## config.mk

```make
export PLATFORM = sky130hd
export DESIGN_NAME = bin2bcd_seq
export DESIGN_NICKNAME = d
export VERILOG_FILES = /design/src/rtl/bin2bcd_seq_pkg.sv /design/src/rtl/bin2bcd_seq_add_3.sv /design/src/rtl/bin2bcd_seq.sv
export SDC_FILE = /design/constraint.sdc
export NUM_CORES = 1
export LEC_CHECK = 0
export ABC_CLOCK_PERIOD_IN_PS = 5470
export CAP_MARGIN = 20
export CORE_ASPECT_RATIO = 1.25
export CORE_MARGIN = 4
export CORE_UTILIZATION = 45
export CTS_BUF_LIST = sky130_fd_sc_hd__clkbuf_4
export DETAILED_ROUTE_END_ITERATION = 6
export MAX_ROUTING_LAYER = met4
export PLACE_DENSITY = 0.79
export SYNTH_ARGS = -nofsm -noshare
export SYNTH_HDL_FRONTEND = slang
export SYNTH_SLANG_ARGS = --single-unit
export TNS_END_PERCENT = 50
```

## constraint.sdc

```tcl
create_clock -name clk -period 5.47 [get_ports clk]
set_clock_uncertainty 0.15 [all_clocks]
set_input_delay 1.094 -clock clk [delete_from_list [all_inputs] [get_ports clk]]
set_output_delay 1.094 -clock clk [all_outputs]
set_load 0.01 [all_outputs]
```

## src/rtl/bin2bcd_seq_pkg.sv

```systemverilog
// Shared display definitions for the binary-to-BCD converter and its digit corrector.
package bin2bcd_seq_pkg;

   localparam int unsigned BCD_DIGIT_W = 4;

   typedef enum logic {
      IDLE  = 1'b0,
      SHIFT = 1'b1
   } state_e;

   // Decimal digits of 2^bin_w - 1; 30103/100000 approximates log10(2).
   function automatic int unsigned min_digits(input int unsigned bin_w);
      return ((bin_w * 30103) / 100000) + 1;
   endfunction

endpackage

```

## src/rtl/bin2bcd_seq_add_3.sv

```systemverilog
// Double-dabble digit corrector: adds 3 to a BCD digit of 5 or more before the shift.
module bin2bcd_seq_add_3
   import bin2bcd_seq_pkg::*;
(
   input  logic [BCD_DIGIT_W-1:0] din,
   output logic [BCD_DIGIT_W-1:0] dout_c
);

   always_comb begin
      dout_c = '0;
      case (din)
         4'd0, 4'd1, 4'd2, 4'd3, 4'd4: dout_c = din;
         4'd5, 4'd6, 4'd7, 4'd8, 4'd9: dout_c = din + 4'd3;
         default:                      dout_c = '0;
      endcase
   end

endmodule

```

## src/rtl/bin2bcd_seq.sv

```systemverilog
// Sequential binary-to-BCD converter (shift-and-add-3), one input bit per clock,
// with start/busy/done handshake and a held result register.
module bin2bcd_seq
   import bin2bcd_seq_pkg::*;
#(
   parameter int unsigned BIN_W  = 8,
   parameter int unsigned DIGITS = 3
) (
   input  logic                          clk,
   input  logic                          rst_n,
   input  logic                          start,
   input  logic [BIN_W-1:0]              bin,
   output logic                          busy,
   output logic                          done,
   output logic [BCD_DIGIT_W*DIGITS-1:0] bcd
);

   localparam int unsigned SCR_W = BCD_DIGIT_W * DIGITS;
   localparam int unsigned CNT_W = $clog2(BIN_W + 1);

   if (BIN_W < 1 || DIGITS < min_digits(BIN_W)) begin : g_bad_params
      $error("bin2bcd_seq: DIGITS too small for BIN_W (or BIN_W < 1)");
   end

   state_e             state_q,  state_d;
   logic [BIN_W-1:0]   bin_sr_q, bin_sr_d;
   logic [SCR_W-1:0]   scr_q,    scr_d;
   logic [CNT_W-1:0]   cnt_q,    cnt_d;
   logic [SCR_W-1:0]   bcd_q,    bcd_d;
   logic               busy_q,   busy_d;
   logic               done_q,   done_d;
   logic [SCR_W-1:0]   corr;
   logic [SCR_W-1:0]   shifted;

   for (genvar i = 0; i < DIGITS; i++) begin : g_dig
      bin2bcd_seq_add_3 u_add_3 (
         .din    (scr_q[i*BCD_DIGIT_W +: BCD_DIGIT_W]),
         .dout_c (corr[i*BCD_DIGIT_W +: BCD_DIGIT_W])
      );
   end

   // Corrected scratch shifted left with the binary MSB entering bit 0; top carry is dropped.
   assign shifted = SCR_W'({corr, bin_sr_q[BIN_W-1]});

   always_comb begin
      state_d  = state_q;
      bin_sr_d = bin_sr_q;
      scr_d    = scr_q;
      cnt_d    = cnt_q;
      bcd_d    = bcd_q;
      busy_d   = busy_q;
      done_d   = 1'b0;
      case (state_q)
         IDLE: begin
            if (start) begin
               bin_sr_d = bin;
               scr_d    = '0;
               cnt_d    = CNT_W'(BIN_W);
               busy_d   = 1'b1;
               state_d  = SHIFT;
            end
         end
         SHIFT: begin
            bin_sr_d = bin_sr_q << 1;
            scr_d    = shifted;
            cnt_d    = cnt_q - CNT_W'(1);
            if (cnt_q == CNT_W'(1)) begin
               bcd_d   = shifted;
               done_d  = 1'b1;
               busy_d  = 1'b0;
               state_d = IDLE;
            end
         end
         default: state_d = IDLE;
      endcase
   end

   always_ff @(posedge clk or negedge rst_n) begin
      if (!rst_n) begin
         state_q  <= IDLE;
         bin_sr_q <= '0;
         scr_q    <= '0;
         cnt_q    <= '0;
         bcd_q    <= '0;
         busy_q   <= 1'b0;
         done_q   <= 1'b0;
      end else begin
         state_q  <= state_d;
         bin_sr_q <= bin_sr_d;
         scr_q    <= scr_d;
         cnt_q    <= cnt_d;
         bcd_q    <= bcd_d;
         busy_q   <= busy_d;
         done_q   <= done_d;
      end
   end

   assign busy = busy_q;
   assign done = done_q;
   assign bcd  = bcd_q;

endmodule

```

Word level (Yosys, flattened, before mapping). Index checks and enable logic that the tools add are counted. W data, S select, Z words.

Bitwise operators: 1. Add/subtract/negate cells: 4. Equality and inequality tests: 30. Multiplexer cells: 17. Reduce and logical (&&, ||, !) cells: 11.

Operator list (number): $eq A4 B3 Y1 const B (12); $reduce_or A5 Y1 (6); $eq A4 B2 Y1 const B (6); $eq A4 B4 Y1 const B (6); $pmux W12 S2 (1); $pmux W4 S2 (3); $eq A4 B1 Y1 const B (4); $pmux W8 S2 (1); $logic_not A4 Y1 (3); $mux W12 (1); $add A4 B2 Y4 const B (2); $mux W8 (1); $mux W1 (6); $pmux W3 S2 (1); $mux W4 (1); $pmux W1 S2 (2); $reduce_and A2 Y1 (2); $sub A4 B1 Y4 const B (1); $add A3 B2 Y3 const B (1); $ne A2 B1 Y1 const B (1); $ne A2 B2 Y1 const B (1); $not A1 Y1 (1).

Output and inout bits: 14. Logic and storage cells: 70. Flip-flop bits (word level): 39.

Logic depth before layout (Yosys ltp).
Depth after elaboration: 4. Depth in mapped cells: 6. Depth with buffers taken out: 6.

Cells and area by module. From an unflattened synthesis, not the netlist that was laid out.

Cells, all modules: 208. Area, all modules: 2219.6 sq um.

By module, submodules not included: bin2bcd_seq (cells each 115, area each 1596.5 sq um, instances 1); bin2bcd_seq_add_3 (cells each 31, area each 207.7 sq um, instances 3).

Worst setup path before layout. OpenSTA, ideal clock, no wires.

Kind: input-to-reg. From: input start. To: register bin_sr_q[4]. Data arrival time: 1.735 ns. Cell stages on the path: 4. Path slack: 3.450 ns. Setup time: 0.134 ns. Path through: buf_2 buf_2 mux2i_1 o21ai_0.

Cells in the longest elaborated chain, start to end: 1.

RTL lines: from (decl) (line bin2bcd_seq.sv:11) `input logic start,`; $ne A2 B2 Y1 (no source line); to (signal assigned) (line bin2bcd_seq.sv:89) `bin_sr_q <= bin_sr_d;`; to (decl) (line bin2bcd_seq.sv:26) `logic [BIN_W-1:0] bin_sr_q, bin_sr_d;`.

Every way passes these cells. A chain may end at the register's enable or synchronous reset.

Worst setup path after layout.
From: register state_q. To: register bcd_q[11] (netlist: bcd[11]).

Cells in the longest elaborated chain, start to end: 1.

RTL lines: from (decl) (line bin2bcd_seq.sv:25) `state_e state_q, state_d;`; from (signal assigned) (line bin2bcd_seq.sv:88) `state_q <= state_d;`; $reduce_and A2 Y1 (no source line); to (signal assigned) (line bin2bcd_seq.sv:84) `bcd_q <= '0;`; to (signal assigned) (line bin2bcd_seq.sv:92) `bcd_q <= bcd_d;`; to (decl) (line bin2bcd_seq.sv:29) `logic [SCR_W-1:0] bcd_q, bcd_d;`.

Every way passes these cells.

==> metrics.txt <==
global-route wire length before repair=6490 um; grt ovf=0; IO Count=25; Clock transition at path regs=0.11 ns; root buffer cell=clkbuf_4; Resized cells post-CTS=0; CTS H-tree depth=2; Initial Utilization=0.468; # DRC=0; hpwl dp=2690 um; CP endpoint kind=flop; layout cells sized above 1=0.106; largest net degree at the start of global routing=40; Setup TNS=0 ns; peak fanout along the critical path=26; Worst path slowest cell=dfrtp_1; core area=4430 um2; Post-Route WL=3770 um; DRT iter0 DRCs=65; final hold violations=0; clock sink count=39; Slew @ Worst Pin=0.874 ns; status=finished, final reports clean; cell count after synthesis=203; post-DR vias/cell=5.21; vias in the first global route=1406; P_leak=1.05 nW; post-layout util=0.537; Unique masters post-synth=38; Diodes inserted=0; synthesized cell area=2070 um2; Mean Syn Cell Area=10.2 um2; fin crit share=0.508; Rel. slew slack=0.418; Yosys Warn Count=0; post-route cell area=2380 um2; Setup crit start kind=flop; ANT nets after route=0; Hold Path Origin=bin_sr_q[5]$_DFFE_PN0P_; chip width=68.7 um; synthesis-to-layout area growth=14.9%; Main synth FF type=dfrtp_1; pre-CTS WS=2.57 ns; FILL cells=424; RSZ-0062 raised after global routing=no; die height=83.8 um; Seq cells post-synth=39; FF-to-FF Start=state_q$_DFF_PN0_; CTS tree=yes; Die Area=5750 um2; clk_lat worst skew=0.35 ns; Peak Freq=0.360 GHz; # port buffers=24; cell row count=27; Post-synth EDFFs=0; Slew Limit Fails=0; GPL Wtd Cong=0.809; max cap viols=0; # Post-CTS Setup Buffers=0; Seq/Total Area, Yosys=0.472; critical path required time=5.57 ns; CP Launch Point=state_q$_DFF_PN0_; worst hold path type=reg2reg; Max VDD drop=0.223 mV; # nets final=253; DP Area=2330 um2; initial antenna violation count=0; critical path buffer and inverter count=2; drt first pass iters=4; CP top delay family=flip-flops; Period minus WS final=2.78 ns; worst path arrival time=2.88 ns; crit-path cells=inv_2 > nor4b_4 > buf_4 > mux2_2; WL/cell=13.3 um; Worst path max stage delay=0.84 ns; Vias=1479; net count of the mapped netlist=230; # setup viols final=0; WS Path Type=reg2reg; Power Density=540 nW/um2; maximum root-to-sink buffer count=2; Async S/R FF share, synth=1.00; final worst slack=2.69 ns; CTS Hold Bufs=0; GRT Util Overall=0.150; CTS buffer count=5
synthesized netlist by cell type, types with 3 or more instances:
master / instances / area, um2
a21oi_1: 4 / 20.0
nand2b_1: 4 / 25.0
mux2i_1: 10 / 100
a21oi_2: 8 / 70.1
a31o_2: 3 / 26.3
inv_1: 11 / 41.3
nor2b_1: 7 / 43.8
nand2_1: 15 / 56.3
nand3_1: 3 / 15.0
clkbuf_1: 3 / 11.3
ha_1: 16 / 200
nor2_1: 19 / 71.3
o21ai_0: 16 / 80.1
o22ai_1: 5 / 31.3
dfrtp_1: 39 / 976
nor3_1: 9 / 45.0
buf_2: 3 / 15.0
stage by stage:
stage	total power [mW]	hold slack [ns]	cells
2_1_floorplan	0.958	0.299	203
5_1_grt	1.40	0.393	284
4_1_cts	1.30	0.343	284
3_3_place_gp	1.14	0.318	277
3_5_place_dp	1.16	0.316	277
6_report	1.28	0.335	284
area by class of cell:
class	count	area [um2]	share of cell area
Clock inverter	2	8.76	0.00368
Tap cell	58	72.6	0.0305
Inverter	12	45.0	0.0189
Timing Repair Buffer	25	243	0.102
Sequential cell	39	976	0.410
Clock buffer	5	37.5	0.0158
Multi-Input combinational cell	143	996	0.419
cell usage in the layout, fill, tap and decap left out, drive strengths merged:
cell           Yosys  layout
dfrtp             39      39
clkdlybuf4s50      0      23
nor2              19      19
o21ai             16      16
ha                16      16
nand2             15      15
inv               12      12
a21oi             12      12
mux2i             10      10
nor3               9       9
nor2b              7       7
o22ai              5       5
clkbuf             3       5
nand2b             4       4
a31o               3       3
nand3              3       3
nor4               2       2
a22oi              2       2
a31oi              2       2
nor3b              2       2
mux2               2       2
xnor2              2       2
nor4b              2       2
clkinv             0       2
buf                6       2
or2                1       1
a221oi             1       1
a211oi             1       1
or3b               1       1
o32a               1       1
o21bai             1       1
o32ai              1       1
a32o               1       1
o31ai              1       1
a22o               1       1
kinds of logic after synthesis:
group	share of synthesized area
AND/OR/NAND/NOR	0.160
AO/OA/AOI/OAI	0.157
flip-flops	0.472
buffers and inverters	0.0472
adder cells (fa/ha/maj)	0.0967
multiplexers	0.0593
XOR/XNOR	0.00847
tightest hold or removal path, delay by kind of cell (launching register included):
family,cells,cell delay [ns]
and+or+nand+nor,1,0.04
AOI/OAI and AO/OA,1,0.05
DFF,1,0.36
routing by layer:
metal | vias to the layer above | track usage | share of wire
met5 | - | - | 0
met2 | 28 | 0.219 | 0.47
met1 | 692 | 0.197 | 0.47
met4 | 0 | 0.0542 | 0.015
met3 | 5 | 0.0404 | 0.046
li1 | 754 | - | -
sequential cells by signal (all words and copies together), names as in the netlist:
| register | flops |
|---|---|
| bcd | 12 |
| bin_sr_q | 8 |
| scr_q | 12 |
| done | 1 |
| state_q | 1 |
| cnt_q | 4 |
| busy | 1 |
worst paths after layout:
kind	to	slack, ns	cells after the start
min in group asynchronous	done$_DFF_PN0_	0.70	1
hold / removal	bin_sr_q[6]$_DFFE_PN0P_	0.34	2
setup / recovery	bcd[11]$_DFFE_PN0P_	2.69	4
max in group asynchronous	bcd[7]$_DFFE_PN0P_	3.94	1
hold reg to reg	bin_sr_q[6]$_DFFE_PN0P_	0.34	2
setup reg to reg	bcd[11]$_DFFE_PN0P_	2.69	4
report_power, final:
| group | total [mW] | internal, mW | switching, mW |
|---|---|---|---|
| registers | 0.527 | 0.409 | 0.118 |
| clock network | 0.137 | 0.0455 | 0.0916 |
| logic | 0.619 | 0.304 | 0.315 |
| total | 1.28 | 0.759 | 0.525 |
Power figures use the tool's default switching activity.
